`config.mk`:
```
export PLATFORM = sky130hd
export DESIGN_NAME = pipe_stage_skid
export DESIGN_NICKNAME = d
export VERILOG_FILES = /design/src/rtl/pipe_stage_skid.sv
export SDC_FILE = /design/constraint.sdc
export NUM_CORES = 1
export LEC_CHECK = 0
export CAP_MARGIN = 10
export CORE_MARGIN = 10
export CORE_UTILIZATION = 36
export DETAILED_ROUTE_END_ITERATION = 6
export PLACE_DENSITY = 0.74
export SETUP_SLACK_MARGIN = 0.3
export SYNTH_ARGS = -nofsm -noshare
export SYNTH_HDL_FRONTEND = slang
export SYNTH_SLANG_ARGS = --single-unit
```
`constraint.sdc`:
```
create_clock -name Clk -period 2.6 [get_ports Clk]
set_input_delay 0.65 -clock Clk [delete_from_list [all_inputs] [get_ports Clk]]
set_output_delay 0.65 -clock Clk [all_outputs]
set_load 0.01 [all_outputs]
```
`src/rtl/pipe_stage_skid.sv`:
```
// pipe_stage_skid: one pipeline stage with a valid/ready handshake and a
// 2-entry skid buffer (main + skid). It replaces the fixed IF/ID, ID/EX,
// EX/MEM and MEM/WB registers. in_ready comes straight from a flop, so
// out_ready has no combinational path back to in_ready.
//
// Ports:
//   Clk                      clock, rising edge
//   Clr                      synchronous active-high reset (priority over flush)
//   flush                    drop all held entries; same-cycle input discarded
//   in_valid/in_ready        upstream handshake (in_ready registered)
//   in_data/in_ctrl/in_pc    incoming payload, control vector, NextPC tag
//   out_valid/out_ready      downstream handshake
//   out_data/out_ctrl/out_pc head entry; zero / NOP_CTRL when out_valid=0
//   stall_cnt                cycles with out_valid && !out_ready
//   bubble_cnt               cycles with !out_valid
//   flush_cnt                flushes taken
//
// Optional feature macro: PIPE_STAGE_PERF_EN enables the saturating
// performance counters. Without it the counter ports are tied to 0.
module pipe_stage_skid #(
    parameter int unsigned          DATA_W   = 32,
    parameter int unsigned          CTRL_W   = 14,
    parameter int unsigned          PC_W     = 8,
    parameter logic [CTRL_W-1:0]    NOP_CTRL = '0,
    parameter int unsigned          CNT_W    = 16
) (
    input  logic              Clk,
    input  logic              Clr,
    input  logic              flush,
    input  logic              in_valid,
    output logic              in_ready,
    input  logic [DATA_W-1:0] in_data,
    input  logic [CTRL_W-1:0] in_ctrl,
    input  logic [PC_W-1:0]   in_pc,
    output logic              out_valid,
    input  logic              out_ready,
    output logic [DATA_W-1:0] out_data,
    output logic [CTRL_W-1:0] out_ctrl,
    output logic [PC_W-1:0]   out_pc,
    output logic [CNT_W-1:0]  stall_cnt,
    output logic [CNT_W-1:0]  bubble_cnt,
    output logic [CNT_W-1:0]  flush_cnt
);

    logic              main_valid_q;
    logic [DATA_W-1:0] main_data_q;
    logic [CTRL_W-1:0] main_ctrl_q;
    logic [PC_W-1:0]   main_pc_q;

    logic              skid_valid_q;
    logic [DATA_W-1:0] skid_data_q;
    logic [CTRL_W-1:0] skid_ctrl_q;
    logic [PC_W-1:0]   skid_pc_q;

    logic accept;
    logic drain;

    assign in_ready = ~skid_valid_q;
    assign accept   = in_valid & in_ready;
    assign drain    = main_valid_q & out_ready;

    // Main fields are forced to NOP/zero whenever main becomes empty, so the
    // outputs can be driven directly from the flops.
    always_ff @(posedge Clk) begin
        if (Clr || flush) begin
            main_valid_q <= 1'b0;
            main_data_q  <= '0;
            main_ctrl_q  <= NOP_CTRL;
            main_pc_q    <= '0;
            skid_valid_q <= 1'b0;
            skid_data_q  <= '0;
            skid_ctrl_q  <= NOP_CTRL;
            skid_pc_q    <= '0;
        end else if (skid_valid_q) begin
            // Full: accept cannot happen; a drain promotes skid into main.
            if (drain) begin
                main_data_q  <= skid_data_q;
                main_ctrl_q  <= skid_ctrl_q;
                main_pc_q    <= skid_pc_q;
                skid_valid_q <= 1'b0;
            end
        end else if (!main_valid_q) begin
            if (accept) begin
                main_valid_q <= 1'b1;
                main_data_q  <= in_data;
                main_ctrl_q  <= in_ctrl;
                main_pc_q    <= in_pc;
            end
        end else begin
            if (accept && drain) begin
                main_data_q <= in_data;
                main_ctrl_q <= in_ctrl;
                main_pc_q   <= in_pc;
            end else if (accept) begin
                skid_valid_q <= 1'b1;
                skid_data_q  <= in_data;
                skid_ctrl_q  <= in_ctrl;
                skid_pc_q    <= in_pc;
            end else if (drain) begin
                main_valid_q <= 1'b0;
                main_data_q  <= '0;
                main_ctrl_q  <= NOP_CTRL;
                main_pc_q    <= '0;
            end
        end
    end

    assign out_valid = main_valid_q;
    assign out_data  = main_data_q;
    assign out_ctrl  = main_ctrl_q;
    assign out_pc    = main_pc_q;

`ifdef PIPE_STAGE_PERF_EN
    logic [CNT_W-1:0] stall_cnt_q;
    logic [CNT_W-1:0] bubble_cnt_q;
    logic [CNT_W-1:0] flush_cnt_q;

    // Saturating counters; flush does not clear them.
    always_ff @(posedge Clk) begin
        if (Clr) begin
            stall_cnt_q  <= '0;
            bubble_cnt_q <= '0;
            flush_cnt_q  <= '0;
        end else begin
            if (main_valid_q && !out_ready && stall_cnt_q != '1) begin
                stall_cnt_q <= stall_cnt_q + CNT_W'(1);
            end
            if (!main_valid_q && bubble_cnt_q != '1) begin
                bubble_cnt_q <= bubble_cnt_q + CNT_W'(1);
            end
            if (flush && flush_cnt_q != '1) begin
                flush_cnt_q <= flush_cnt_q + CNT_W'(1);
            end
        end
    end

    assign stall_cnt  = stall_cnt_q;
    assign bubble_cnt = bubble_cnt_q;
    assign flush_cnt  = flush_cnt_q;
`else
    assign stall_cnt  = '0;
    assign bubble_cnt = '0;
    assign flush_cnt  = '0;
`endif

endmodule

```
==> metrics.log, run 1 <==
INFO  metric number_of_max_cap_violations = 0
INFO  metric grt_first_pass_wirelength = 24,300 um
INFO  metric drt_first_iter_violations = 312
INFO  metric synth_fa_ha_area_share = 0%
INFO  metric post-route-min-period = 2120 ps
INFO  metric synth_top_family_by_area = compound AO/OA/AOI/OAI gates
INFO  metric diodes = 0
INFO  metric routed-via-count = 4,653
INFO  metric num-nets-final = 754
INFO  metric number_of_synthesized_flops_with_an_enable_pin = 0
INFO  metric ctsHoldBuffers = 0
INFO  metric critPathArrivalTime = 1470 ps
INFO  metric grt_usage = 14.8%
INFO  metric max_freq = 472 MHz
INFO  metric synth_xor_xnor_area_share = 0%
INFO  metric synth_compound_area_share = 19.4%
INFO  metric tritoncts = yes
INFO  metric hold-path-cell-count = 2
INFO  metric final_hold_violating_endpoints = 0
INFO  metric cell_count_of_the_worst_reg_to_reg_path = 5
INFO  metric timing.critical_path.buf_inv = 1
INFO  metric ordered_cell_list_for_the_critical_path = clkdlybuf4s50_1
INFO  metric post_synth_mux_area_share = 11.5%
INFO  metric layout_stage_area_growth_over_the_synthesis_result = 26.4%
INFO  metric synth_largest_area_cell = sky130_fd_sc_hd__dfxtp_1
INFO  metric cellPowerDensity = 522 nW/um^2
INFO  metric synth_area_per_cell = 8.58 um^2
INFO  metric viasPerCell = 5.27
INFO  metric post_cts.resized_instances = 1
INFO  metric routed_wirelength = 15,400 um
INFO  metric power.internal = 0.00261 W
INFO  metric reg2reg_from = skid_valid_q$_SDFF_PP0_
INFO  metric synthFlopType = sky130_fd_sc_hd__dfxtp_1
INFO  metric worst_hold_startpoint = skid_data_q[20]$_SDFFE_PP0P_
INFO  metric cts.reportedPaths.clkPinSlew = 70 ps
INFO  metric type_of_element_capturing_the_critical_path = primary output
INFO  metric cp.required = 1950 ps
INFO  metric antenna_found_initial = 0
INFO  metric finalCritPeriodShare = 81.5%
INFO  metric ctsHtreeMaxLevel = 3
INFO  metric route.antenna.remaining_nets = 0
INFO  metric drt-pass1-iter-count = 4
INFO  metric ys_async_sr_fraction = 0%
INFO  metric total_area_of_sequential_cells = 2200 um^2
INFO  metric detail_route.drc_violations = 0
INFO  metric final_cell_count_no_fill = 883
INFO  metric fin_tns_setup = 0 ps
INFO  metric critical_path.max_fanout = 9
INFO  metric power_frac_comb = 14.4%
INFO  metric dp.cells = 868
INFO  metric core_area = 14,500 um^2
INFO  metric layout-drive-gt1-share = 13.4%
INFO  metric power.ir.vdd_worst = 305 uV
INFO  metric run_status = finished clean
INFO  metric timing.hold.worst.class = reg2reg
INFO  metric critical-path-max-stage-delay = 640 ps
INFO  metric gp_congestion = 0.756
INFO  metric finalSetupViolations = 0
INFO  metric number_of_different_library_cells_in_the_post_synthesis_netlist = 23
INFO  metric holdWs = 453 ps
INFO  metric initial_utilization = 36.7%
INFO  metric cts.repair_timing.setup_buffer_count = 0
INFO  metric yosys_synthesis_warning_count = 0
INFO  metric gate_count_of_the_mapped_netlist = 619
INFO  metric die_height = 141 um
INFO  metric power.leakage = 2.17 nW
INFO  metric fin_area = 6710 um^2
INFO  metric critical_path.slowest_cell = sky130_fd_sc_hd__clkdlybuf4s50_1
INFO  metric seq_power_share = 49.7%
INFO  metric synthTopCellsByCount = 110 x sky130_fd_sc_hd__a21oi_1, 110 x sky130_fd_sc_hd__dfxtp_1, 110 x sky130_fd_sc_hd__nand2_1, 55 x sky130_fd_sc_hd__buf_4
INFO  metric synth.ff_latch_count = 110
INFO  metric clock_path_buffers = 2
INFO  metric synth_top_cell_area_share = 41.5%
INFO  metric netSwitchingPower = 0.000893 W
INFO  metric filler_cell_count = 1,420
INFO  metric die_x = 141 um
INFO  metric post_dp_cell_area = 6460 um^2
INFO  metric dieArea = 20,000 um^2
INFO  metric number_of_global_route_vias_before_repair = 4,498
INFO  metric critical_path_class = reg2out
INFO  metric worstMarginPinSlew = 507 ps
INFO  metric final-max-slew-violation-count = 0
INFO  metric synth_sequential_area_ratio = 41.5%
INFO  metric power.clock.fraction = 35.9%
INFO  metric crit_family = buffers and inverters
INFO  metric grt_start_max_net_pins = 63
INFO  metric utilization = 46.4%
INFO  metric cts-root-buf = sky130_fd_sc_hd__clkbuf_16
INFO  metric synth-simple-area-share = 14.3%
INFO  metric crit_start = out_valid$_SDFFE_PP0N_
INFO  metric ios = 163
INFO  metric rsz0062_at_grt = false
INFO  metric post_drt_wl_per_cell = 17.4 um
INFO  metric synth.cell_area = 5310 um^2
INFO  metric timing.critical_path.depth = 1
INFO  metric grt_overflow = 0
INFO  metric clock_sinks = 110
INFO  metric ys_top_cells_by_area = sky130_fd_sc_hd__dfxtp_1 41%, sky130_fd_sc_hd__mux2_2 11%, sky130_fd_sc_hd__a21oi_1 10%, sky130_fd_sc_hd__o221ai_1 8.9%, sky130_fd_sc_hd__buf_4 7.8%
INFO  metric floorplan.rows = 44
INFO  metric worst_clock_skew = 4.57 ps
INFO  metric multi_input_comb_area = 2620 um^2
INFO  metric clock_latency = 360 ps
INFO  metric placed_wire_length_estimate_after_detailed_placement = 10,000 um
INFO  metric io_buffer_count = 114
INFO  metric crit_path_start_kind = flop
INFO  metric p_sw_share = 25.5%
INFO  metric clock_buffer_count_from_cts = 9
INFO  metric slew_headroom = 66.2%
per-layer routing:
layer / share of wire (%) / vias to the layer above / GRT usage [%]
met5: 0 / - / 0
met4: 1.8 / 0 / 5.81
met3: 5.8 / 16 / 4.47
met2: 46 / 128 / 22.8
met1: 46 / 2254 / 19.1
li1: - / 2255 / -
power groups by stage:
stage          combinational (W)  sequential [W]  clock, W
2_1_floorplan           0.000310         0.00179         0
3_3_place_gp            0.000498         0.00178         0
3_5_place_dp            0.000503         0.00178         0
4_1_cts                 0.000506         0.00174   0.00129
5_1_grt                 0.000550         0.00174   0.00135
6_report                0.000505         0.00174   0.00126
cells in the final DEF, fill, tap and decap left out, drive strengths merged, types with 13 or more instances in the layout:
cell type      netlist  layout
dfxtp              110     110
o221ai              54      54
a21oi              110     110
nand3               54      54
buf                 81      18
nand2              110     110
conb                 1      48
mux2                54      54
clkbuf              33      13
clkdlybuf4s50        0     114
state kept, by name (all words and copies together), names as in the netlist:
name / count
out_ctrl: 14
out_data: 32
out_pc: 8
out_valid: 1
skid_ctrl_q: 14
skid_data_q: 32
skid_pc_q: 8
skid_valid_q: 1
final cells by class:
type	count	share of cell area, %
sequential	110	32.8
timing repair buffer	132	20.9
clock inverter	2	0.149
tap	184	3.43
inverter	2	0.112
clock buffer	13	3.58
multi-input combinational	440	39.0
worst paths after layout:
kind / to / slack, ps
setup / recovery: out_valid / 480
hold / removal: skid_data_q[20]$_SDFFE_PP0P_ / 450
setup reg to reg: skid_ctrl_q[2]$_SDFFE_PP0P_ / 780
hold reg to reg: skid_data_q[20]$_SDFFE_PP0P_ / 450
kinds of logic (layout without fill, tap and decap cells):
family	after synthesis	count (layout)
multiplexers	54	54
AND/OR/NAND/NOR	173	173
buffers and inverters	116	149
AO/OA/AOI/OAI	165	165
flip-flops	110	110
other	1	48
metrics by stage:
stage | total power, W | worst slack, ps
floorplan | 0.00210 | 1020
global placement | 0.00228 | 319
detailed placement | 0.00228 | 282
CTS | 0.00353 | 446
global route | 0.00364 | 425
finish | 0.00350 | 482
No activity file was read; power rests on OpenSTA's default activity.
==> run 2, diff against run 1 <==
- PLACE_DENSITY: 0.74 -> 0.77
- clock period: 2.6 -> 1.9 ns (I/O delays scaled with it)
==> metrics.log, run 2 (synthesis gave the netlist of run 1 again) <==
INFO  metric detail_route.drc_violations = 0 (unchanged)
INFO  metric rsz0062_at_grt = true
INFO  metric type_of_element_capturing_the_critical_path = primary output
INFO  metric finalSetupViolations = 0 (unchanged)
INFO  metric ordered_cell_list_for_the_critical_path = inv_1, clkdlybuf4s15_1
INFO  metric crit_path_start_kind = flop
INFO  metric ctsHtreeMaxLevel = 3 (unchanged)
INFO  metric drt_first_iter_violations = 331 (+6.1%)
INFO  metric grt_first_pass_wirelength = 25,200 um (+3.6%)
INFO  metric finalCritPeriodShare = 82.1%
INFO  metric timing.critical_path.depth = 2 (+1)
INFO  metric dieArea = 20,000 um^2 (unchanged)
INFO  metric fin_area = 6950 um^2 (+3.5%)
INFO  metric number_of_global_route_vias_before_repair = 4,679 (+4.0%)
INFO  metric placed_wire_length_estimate_after_detailed_placement = 10,600 um (+5.5%)
INFO  metric reg2reg_setup_slack = 390 ps (-390 ps)
INFO  metric critical_path_class = reg2out
INFO  metric io_buffer_count = 114 (unchanged)
INFO  metric run_status = finished clean
INFO  metric post_dp_cell_area = 6590 um^2 (+2.0%)
INFO  metric viasPerCell = 5.25 (-0.30%)
INFO  metric worst_clock_skew = 11.4 ps (+6.81 ps)
INFO  metric routed-via-count = 4,744 (+2.0%)
INFO  metric hold-path-cell-count = 2 (unchanged)
INFO  metric layout_stage_area_growth_over_the_synthesis_result = 30.8%
INFO  metric power.leakage = 2.58 nW (+19%)
INFO  metric grt_start_max_net_pins = 76 (+21%)
INFO  metric crit_family = flip-flops
INFO  metric clock_sinks = 110 (unchanged)
INFO  metric timing.hold.worst.class = reg2reg
INFO  metric core_area = 14,500 um^2 (unchanged)
INFO  metric die_height = 141 um (unchanged)
INFO  metric final_cell_mix = 110 x sky130_fd_sc_hd__a21oi_1, 109 x sky130_fd_sc_hd__nand2_1, 109 x sky130_fd_sc_hd__dfxtp_1, 57 x sky130_fd_sc_hd__dlygate4sd2_1, 56 x sky130_fd_sc_hd__clkdlybuf4s50_1
INFO  metric clock_path_buffers = 2 (unchanged)
INFO  metric antenna_found_initial = 1 (+1)
INFO  metric gp_congestion = 0.782 (+3.4%)
INFO  metric critical_path.max_fanout = 6 (-3)
INFO  metric final-max-slew-violation-count = 0 (unchanged)
INFO  metric max_freq = 641 MHz
INFO  metric cellPowerDensity = 716 nW/um^2 (+37%)
INFO  metric routed_wirelength = 15,900 um (+3.3%)
INFO  metric timing.critical_path.buf_inv = 2 (+1)
INFO  metric cell_count_of_the_worst_reg_to_reg_path = 6 (+1)
INFO  metric final_cell_count_no_fill = 903 (+2.3%)
INFO  metric post_drt_wl_per_cell = 17.6 um (+1.0%)
INFO  metric clock_latency = 350 ps (about the same)
INFO  metric initial_utilization = 36.7% (unchanged)
INFO  metric cts.reportedPaths.clkPinSlew = 70 ps (about the same)
INFO  metric multi_input_comb_area = 2630 um^2 (+0.57%)
INFO  metric grt_overflow = 0 (unchanged)
INFO  metric end_point_of_the_most_critical_hold_path = skid_data_q[10]$_SDFFE_PP0P_
INFO  metric cp.required = 1420 ps (-530 ps)
INFO  metric filler_cell_count = 1,430 (+0.70%)
INFO  metric num-nets-final = 772 (+2.4%)
INFO  metric ios = 163 (unchanged)
INFO  metric rr_endpoint = out_pc[5]$_SDFFE_PP0P_
INFO  metric critPathArrivalTime = 1080 ps (-390 ps)
INFO  metric die_x = 141 um (unchanged)
INFO  metric cts-root-buf = sky130_fd_sc_hd__clkbuf_16
INFO  metric reg2reg_from = out_valid$_SDFFE_PP0N_
INFO  metric route.antenna.remaining_nets = 0 (unchanged)
INFO  metric clock_buffer_count_from_cts = 9 (unchanged)
INFO  metric floorplan.rows = 44 (unchanged)
INFO  metric post-route-min-period = 1560 ps
INFO  metric final_hold_violating_endpoints = 0 (unchanged)
INFO  metric critical-path-max-stage-delay = 370 ps (-270 ps)
INFO  metric tritoncts = yes
INFO  metric dp.cells = 880 (+1.4%)
INFO  metric dp_worst_setup_slack = -176 ps (-458 ps)
INFO  metric worst_hold_startpoint = skid_data_q[10]$_SDFFE_PP0P_
INFO  metric fin_tns_setup = 0 ps (unchanged)
INFO  metric layout_commonest_cell = sky130_fd_sc_hd__a21oi_1
INFO  metric critical_path.slowest_cell = sky130_fd_sc_hd__dfxtp_4
INFO  metric drt-pass1-iter-count = 5 (+1)
INFO  metric number_of_max_cap_violations = 0 (unchanged)
INFO  metric layout-drive-gt1-share = 16.4% (+3.0 points)
INFO  metric grt_usage = 15.3% (+0.47 points)
INFO  metric total_area_of_sequential_cells = 2210 um^2 (about the same)
INFO  metric setup_slack = 340 ps (-142 ps)
INFO  metric power.ir.vdd_worst = 365 uV (+20%)
run 2: layout make-up:
class	count	share of cell area (%)
antenna	1	0.0360
clock buffer	9	3.24
clock inverter	7	0.937
inverter	2	0.108
multi-input combinational	440	37.9
sequential	110	31.8
tap	184	3.31
timing repair buffer	150	22.7
run 2: routing by layer:
| metal | vias to the layer above | global-route usage (%) | part of all wire [%] |
|---|---|---|---|
| met1 | 2290 | 18.1 | 42 |
| met3 | 13 | 6.14 | 8.1 |
| met4 | 0 | 4.41 | 1.2 |
| li1 | 2291 | - | - |
| met5 | - | 0 | 0 |
| met2 | 150 | 25.1 | 49 |
run 2: how the worst max path moves through the flow:
stage | startpoint | to | slack [ps]
detailed placement | in_valid | skid_ctrl_q[0]$_SDFFE_PP0P_ | -180
global route | skid_valid_q$_SDFF_PP0_ | in_ready | 270
finish | skid_valid_q$_SDFF_PP0_ | in_ready | 340
floorplan | out_valid$_SDFFE_PP0N_ | out_data[24]$_SDFFE_PP0P_ | 450
CTS | skid_valid_q$_SDFF_PP0_ | in_ready | 230
global placement | in_valid | out_data[28]$_SDFFE_PP0P_ | -140
run 2: report_power, final:
group          switching [W]  internal (W)  total, W
combinational       0.000377      0.000358  0.000735
clock               0.000856       0.00101   0.00187
sequential         0.0000225       0.00235   0.00237
total                0.00126       0.00372   0.00498
run 2: through the flow:
stage          util (%)  power, W  hold slack (ps)
6_report           48.0   0.00498              452
5_1_grt            48.0   0.00518              465
4_1_cts            47.8   0.00503              455
3_5_place_dp       45.5   0.00315              443
3_3_place_gp       45.5   0.00314              438
2_1_floorplan         -   0.00287              433
run 2: worst min-delay path, stage by stage (launching register included):
cell	delay [ps]
sky130_fd_sc_hd__dfxtp_1	310
sky130_fd_sc_hd__nand2_1	50
sky130_fd_sc_hd__a21oi_1	50
run 2: timing repair:
item / CTS / global route
cloned: 2 / 0
gates resized for setup: 68 / 1
pin swaps: 3 / 1
endpoints found under the setup margin: 164 / 56
setup buffers: 2 / 2
hold buffers: 0 / 0
